$ cat src/rtl/vga_pkg.sv
`timescale 1ns/1ps
`default_nettype none
// ============================================================================
//  Module      : vga_pkg
//  Description : Shared VGA timing constants (640x480@60), RGB565 colours and
//                small helpers used by the timing generator and data stage.
//  Revision    : 1.0  initial release
// ============================================================================
package vga_pkg;

  // 640x480@60 timing, pclk 25.175 MHz
  localparam int H_SYNC_640  = 96;
  localparam int H_BACK_640  = 48;
  localparam int H_ADDR_640  = 640;
  localparam int H_FRONT_640 = 16;
  localparam int V_SYNC_640  = 2;
  localparam int V_BACK_640  = 33;
  localparam int V_ADDR_640  = 480;
  localparam int V_FRONT_640 = 10;

  localparam int H_TOTAL_640 = H_SYNC_640 + H_BACK_640 + H_ADDR_640 + H_FRONT_640;
  localparam int V_TOTAL_640 = V_SYNC_640 + V_BACK_640 + V_ADDR_640 + V_FRONT_640;

  // RGB565 colours shared with the pattern/data stage
  localparam logic [15:0] RGB565_BLACK = 16'h0000;
  localparam logic [15:0] RGB565_WHITE = 16'hFFFF;
  localparam logic [15:0] RGB565_RED   = 16'hF800;
  localparam logic [15:0] RGB565_GREEN = 16'h07E0;
  localparam logic [15:0] RGB565_BLUE  = 16'h001F;

  // Bundle of the three control signals carried through the delay line
  typedef struct packed {
    logic hsync;
    logic vsync;
    logic de;
  } sync_bus_t;

  // Idle (reset) value of the sync bundle: syncs inactive, de low
  function automatic logic [2:0] sync_idle(input logic pol);
    return {~pol, ~pol, 1'b0};
  endfunction

endpackage : vga_pkg
`default_nettype wire

$ cat src/rtl/sync_delay.sv
`timescale 1ns/1ps
`default_nettype none
// ============================================================================
//  Module      : sync_delay
//  Description : Parameterised-depth shift register with per-bit reset value.
//                DEPTH = 0 collapses to a straight wire.
//  Revision    : 1.0  initial release
// ============================================================================
module sync_delay #(
  parameter int               WIDTH   = 3,
  parameter int               DEPTH   = 1,
  parameter logic [WIDTH-1:0] RST_VAL = '0
) (
  input  logic             clk,
  input  logic             rst_n,
  input  logic [WIDTH-1:0] d,
  output logic [WIDTH-1:0] q
);

  generate
    if (DEPTH == 0) begin : g_wire
      // Clock and reset are not needed when there is no storage
      logic unused_clk_rst;
      assign unused_clk_rst = clk ^ rst_n;
      assign q = d;
    end else begin : g_pipe
      logic [WIDTH-1:0] stages [DEPTH];

      // Shift the bundle one stage per clock; reset loads the idle pattern
      always_ff @(posedge clk or negedge rst_n) begin
        if (!rst_n) begin
          for (int i = 0; i < DEPTH; i++) begin
            stages[i] <= RST_VAL;
          end
        end else begin
          stages[0] <= d;
          for (int i = 1; i < DEPTH; i++) begin
            stages[i] <= stages[i-1];
          end
        end
      end

      assign q = stages[DEPTH-1];
    end
  endgenerate

endmodule : sync_delay
`default_nettype wire

$ cat src/rtl/vga_timing_gen.sv
`timescale 1ns/1ps
`default_nettype none
// ============================================================================
//  Module      : vga_timing_gen
//  Description : Free-running VGA raster timing generator. Registered hsync,
//                vsync, de, active-area X/Y and frame_start, plus copies of
//                hsync/vsync/de delayed DATA_LAT cycles for data alignment.
//  Revision    : 1.0  initial release
// ============================================================================
module vga_timing_gen
  import vga_pkg::*;
#(
  parameter int H_SYNC   = H_SYNC_640,
  parameter int H_BACK   = H_BACK_640,
  parameter int H_ADDR   = H_ADDR_640,
  parameter int H_FRONT  = H_FRONT_640,
  parameter int V_SYNC   = V_SYNC_640,
  parameter int V_BACK   = V_BACK_640,
  parameter int V_ADDR   = V_ADDR_640,
  parameter int V_FRONT  = V_FRONT_640,
  parameter bit SYNC_POL = 1'b0,
  parameter int DATA_LAT = 1
) (
  input  logic       pclk,
  input  logic       rst_n,
  output logic       hsync,
  output logic       vsync,
  output logic       de,
  output logic [9:0] X,
  output logic [9:0] Y,
  output logic       frame_start,
  output logic       hsync_o,
  output logic       vsync_o,
  output logic       de_o
);

  localparam int H_TOTAL = H_SYNC + H_BACK + H_ADDR + H_FRONT;
  localparam int V_TOTAL = V_SYNC + V_BACK + V_ADDR + V_FRONT;

  localparam logic [9:0] H_LAST      = 10'(H_TOTAL - 1);
  localparam logic [9:0] V_LAST      = 10'(V_TOTAL - 1);
  localparam logic [9:0] H_SYNC_END  = 10'(H_SYNC);
  localparam logic [9:0] V_SYNC_END  = 10'(V_SYNC);
  localparam logic [9:0] H_ACT_START = 10'(H_SYNC + H_BACK);
  localparam logic [9:0] V_ACT_START = 10'(V_SYNC + V_BACK);
  localparam logic [9:0] H_ACT_END   = 10'(H_SYNC + H_BACK + H_ADDR);
  localparam logic [9:0] V_ACT_END   = 10'(V_SYNC + V_BACK + V_ADDR);

  logic [9:0] h_cnt;
  logic [9:0] v_cnt;
  logic       h_last;
  logic       v_last;

  logic       hsync_nxt;
  logic       vsync_nxt;
  logic       de_nxt;
  logic [9:0] x_nxt;
  logic [9:0] y_nxt;
  logic       fs_nxt;

  sync_bus_t  bus_now;
  sync_bus_t  bus_dly;

  assign h_last = (h_cnt == H_LAST);
  assign v_last = (v_cnt == V_LAST);

  // Raster counters: h wraps every line, v advances on the h wrap edge
  always_ff @(posedge pclk or negedge rst_n) begin
    if (!rst_n) begin
      h_cnt <= '0;
      v_cnt <= '0;
    end else if (h_last) begin
      h_cnt <= '0;
      v_cnt <= v_last ? 10'd0 : v_cnt + 10'd1;
    end else begin
      h_cnt <= h_cnt + 10'd1;
    end
  end

  // Decode the current counter values into next-cycle output values
  always_comb begin
    hsync_nxt = ~SYNC_POL;
    vsync_nxt = ~SYNC_POL;
    de_nxt    = 1'b0;
    x_nxt     = '0;
    y_nxt     = '0;
    fs_nxt    = 1'b0;

    if (h_cnt < H_SYNC_END) hsync_nxt = SYNC_POL;
    if (v_cnt < V_SYNC_END) vsync_nxt = SYNC_POL;

    de_nxt = (h_cnt >= H_ACT_START) && (h_cnt < H_ACT_END) &&
             (v_cnt >= V_ACT_START) && (v_cnt < V_ACT_END);

    if (de_nxt) begin
      x_nxt  = h_cnt - H_ACT_START;
      y_nxt  = v_cnt - V_ACT_START;
      fs_nxt = (h_cnt == H_ACT_START) && (v_cnt == V_ACT_START);
    end
  end

  // Output register stage: outputs lag the counters by one cycle
  always_ff @(posedge pclk or negedge rst_n) begin
    if (!rst_n) begin
      hsync       <= ~SYNC_POL;
      vsync       <= ~SYNC_POL;
      de          <= 1'b0;
      X           <= '0;
      Y           <= '0;
      frame_start <= 1'b0;
    end else begin
      hsync       <= hsync_nxt;
      vsync       <= vsync_nxt;
      de          <= de_nxt;
      X           <= x_nxt;
      Y           <= y_nxt;
      frame_start <= fs_nxt;
    end
  end

  assign bus_now.hsync = hsync;
  assign bus_now.vsync = vsync;
  assign bus_now.de    = de;

  // Align control signals with the downstream data-stage latency
  sync_delay #(
    .WIDTH   (3),
    .DEPTH   (DATA_LAT),
    .RST_VAL (sync_idle(SYNC_POL))
  ) u_sync_delay (
    .clk   (pclk),
    .rst_n (rst_n),
    .d     (bus_now),
    .q     (bus_dly)
  );

  assign hsync_o = bus_dly.hsync;
  assign vsync_o = bus_dly.vsync;
  assign de_o    = bus_dly.de;

endmodule : vga_timing_gen
`default_nettype wire

$ cat config.mk
export PLATFORM = sky130hd
export DESIGN_NAME = vga_timing_gen
export DESIGN_NICKNAME = d
export VERILOG_FILES = /design/src/rtl/vga_pkg.sv /design/src/rtl/sync_delay.sv /design/src/rtl/vga_timing_gen.sv
export SDC_FILE = /design/constraint.sdc
export NUM_CORES = 1
export LEC_CHECK = 0
export CAP_MARGIN = 40
export CORE_AREA = 3 3 73 75
export CTS_CLUSTER_DIAMETER = 60
export DETAILED_ROUTE_END_ITERATION = 7
export DIE_AREA = 0 0 76 78
export HOLD_SLACK_MARGIN = 0.15
export PLACE_DENSITY = 0.86
export REMOVE_ABC_BUFFERS = 1
export SLEW_MARGIN = 0
export SYNTH_ARGS = -nofsm -noshare
export SYNTH_HDL_FRONTEND = slang
export SYNTH_SLANG_ARGS = --single-unit
$ cat constraint.sdc
create_clock -name pclk -period 1.75 [get_ports pclk]
set_input_delay 0.175 -clock pclk [delete_from_list [all_inputs] [get_ports pclk]]
set_output_delay 0.175 -clock pclk [all_outputs]
set_load 0.03 [all_outputs]
==> results.py <==
metrics = {
    "timing": {
        "fmax_mhz": 536,
        "slew_violations": 0,
        "worst_slack_ps": -117,
        "holdWs_ps": 370,
        "fin_crit_sh_pct": 107,
        "slew_headroom_pct": 61.5,
        "fin_worst_skew_ps": 13.1,
        "rsz0062_at_grt": "yes",
        "tns_ps": -1160,
        "setup_violations": 22,
        "worst_pin_slew_ps": 577,
        "finalHoldViolations": 0,
        "fin_crit_ps": 1870,
    },
    "run_status": {
        "status": "finished with violations",
        "violations": "negative setup slack",
    },
    "die": {
        "boundaryPins": 29,
        "die_w_um": 76,
        "rows": 25,
        "die_h_um": 78,
        "die-area_mm2": 0.00593,
        "initial_core_util_pct": 49.9,
        "core-area_mm2": 0.00472,
    },
    "synthesis": {
        "yosys_warnings": 0,
        "synthArstFlopShare_pct": 100,
        "synth_edf_count": 0,
        "syn_avg_cell_area_um2": 11.6,
        "syn_area_mm2": 0.00236,
        "synth.distinct_cells": 46,
        "ys.flop_type": "dfrtp_1",
        "ys_ff_latch": 47,
        "seq_area_frac_synth_pct": 50.1,
        "syn-instance-count": 203,
    },
    "power_and_ir_drop": {
        "ir_worst_vdd_mv": 0.395,
        "p_leak_nw": 1.52,
        "p_per_area_mw_per_mm2": 569,
    },
    "global_routing": {
        "grt_pass1_vias": 1854,
        "grt_use_total_pct": 20.5,
        "antenna_found_initial": 0,
        "grt_first_pass_wirelength_mm": 9.38,
        "overflow": 0,
        "grt_util_met1_pct": 22.9,
        "grt_max_degree": 48,
        "grtUsageMet2_pct": 36.6,
        "top_usage_layer": "met2",
        "gr-usage-met3_pct": 5.22,
    },
    "clock_network": {
        "cts-root-buf": "clkbuf_8",
        "cts_tree": "done",
        "cts_inserted_buffers": 5,
        "cts.clk_slew.worst_paths_ps": 90,
        "h-tree-depth": 2,
        "clock_path_buffers": 2,
        "clkSinkCount": 47,
        "clk_latency_ps": 310,
    },
    "setup_path": {
        "endpoint_kind": "register",
        "r2r_setup_slack_ps": -120,
        "path_class": "register to register",
        "worstPathRequired_ps": 1960,
        "arrival_ps": 2080,
        "worstPathMaxFanout": 11,
        "worst_setup_path_start_kind": "register",
    },
    "detailed_routing": {
        "drt.antenna.violating_nets": 0,
        "num_vias": 2028,
        "remaining_drc_errors": 0,
        "dr.pass1.iters": 4,
        "routedWlPerCell_um": 21.9,
        "routed_wl_mm": 7.30,
        "drt_iter0_drc": 204,
        "vias_per_cell": 6.07,
    },
    "final_layout": {
        "final_layout_size_suffix_gt1_share_pct": 37.5,
        "utilization_pct": 70.5,
        "diodes": 0,
        "finalNetCount": 276,
        "nFillCells": 281,
        "layout_commonest_cell": "dfrtp_1",
        "finalNonFillerCells": 334,
        "mostFrequentLayoutCells": "40 x dfrtp_1, 34 x buf_4, 27 x clkdlybuf4s50_1, 16 x xnor2_1, 11 x nand2_1",
        "final_area_mm2": 0.00333,
        "syn_to_final_growth_pct": 41.3,
    },
    "place": {
        "hpwl_mm": 3.45,
        "dpl_cell_area_mm2": 0.00288,
        "gp_congestion": 0.898,
        "dp_cells": 313,
        "port_buffers": 28,
    },
    "run": {
        "maxCapViolations": 0,
    },
    "min_path": {
        "min-delay-path-class": "register to register",
    },
}
[cell type report]
cell class | count | area (um2) | area share, %
tap | 67 | 83.8 | 2.52
sequential | 47 | 1180 | 35.6
inverter | 8 | 30.0 | 0.902
multi-input combinational | 133 | 1220 | 36.8
clock inverter | 1 | 30.0 | 0.902
timing repair buffer | 72 | 704 | 21.1
clock buffer | 6 | 72.6 | 2.18
[routing by layer]
layer,routed length (um),share of wire [%]
met1,2780,38
met2,3680,50
met3,541,7.4
met4,297,4.1
met5,0,0
[synthesized netlist by cell type, types with 3 or more instances]
master	n	area share [%]
a21oi_1	4	0.85
o21ai_0	7	1.5
nor3b_2	3	1.6
nand3_1	9	1.9
buf_2	5	1.1
ha_1	7	3.7
nor3_2	17	7.2
xor2_1	4	1.5
xnor2_1	16	5.9
dfstp_2	4	4.5
buf_6	3	1.4
nand2_1	11	1.8
inv_1	8	1.3
dfrtp_1	43	46
nand4_1	3	0.80
nor3_1	4	0.85
clkbuf_1	4	0.64
and2_1	3	0.80
and3_1	3	0.80
nor2_1	10	1.6
[stage by stage]
stage | worst slack (ps) | power, W
after floorplan | -865 | 0.00111
final | -117 | 0.00190
after CTS | -1.37 | 0.00188
after global routing | -179 | 0.00196
after detailed placement | 10.9 | 0.00113
after global placement | 51.7 | 0.00113
[report_power, final]
part / internal (W) / leakage (nW) / total (W) / switching, W
clock: 0.000419 / 0.0513 / 0.000787 / 0.000368
combinational: 0.00000370 / 0.847 / 0.0000238 / 0.0000201
sequential: 0.00109 / 0.625 / 0.00109 / 0
[path summary, 6_finish.rpt]
| path | start | to | cells past startpoint |
|---|---|---|---|
| max in group asynchronous | rst_n | h_cnt[1] | 3 |
| hold reg to reg | hsync | u_sync_delay.q[2] | 0 |
| hold / removal | hsync | u_sync_delay.q[2] | 0 |
| setup reg to reg | h_cnt[0] | Y[2] | 7 |
| min in group asynchronous | rst_n | X[4] | 3 |
| setup / recovery | h_cnt[0] | Y[2] | 7 |
[flip-flops by register name, summed over array words and instances, names as in the netlist]
name	cells
u_sync_delay.q	3
v_cnt	10
frame_start	1
de	1
Y	10
vsync	1
hsync	1
h_cnt	10
X	10
[worst max-delay path: stages, from the launching register on]
cell and delay, ps:
dfrtp_2 470, inv_2 120, ha_4 140, nand4b_1 140
nor3_4 290, o221ai_4 200, buf_12 210, nor3_2 200
[timing repair]
item	in CTS	in global routing
gates cloned	2	3
endpoints found under the hold margin	43	0
buffers inserted	5	5
pin swaps	2	7
endpoints found under the setup margin	13	31
hold buffers	1	0
gates resized for setup	4	41
[cells by family (layout without fill, tap and decap cells)]
| logic type | after synthesis | after routing | share of synthesized area, % |
|---|---|---|---|
| muxes | 2 | 2 | 0.902 |
| AOI/OAI and AO/OA | 22 | 22 | 7.06 |
| adders and majority gates | 7 | 7 | 3.72 |
| xor gates and xnor gates | 20 | 20 | 7.43 |
| buffers and inverters | 23 | 87 | 5.20 |
| DFF | 47 | 47 | 50.1 |
| and+or+nand+nor | 82 | 82 | 25.6 |
(Power assumes the default switching activity.)
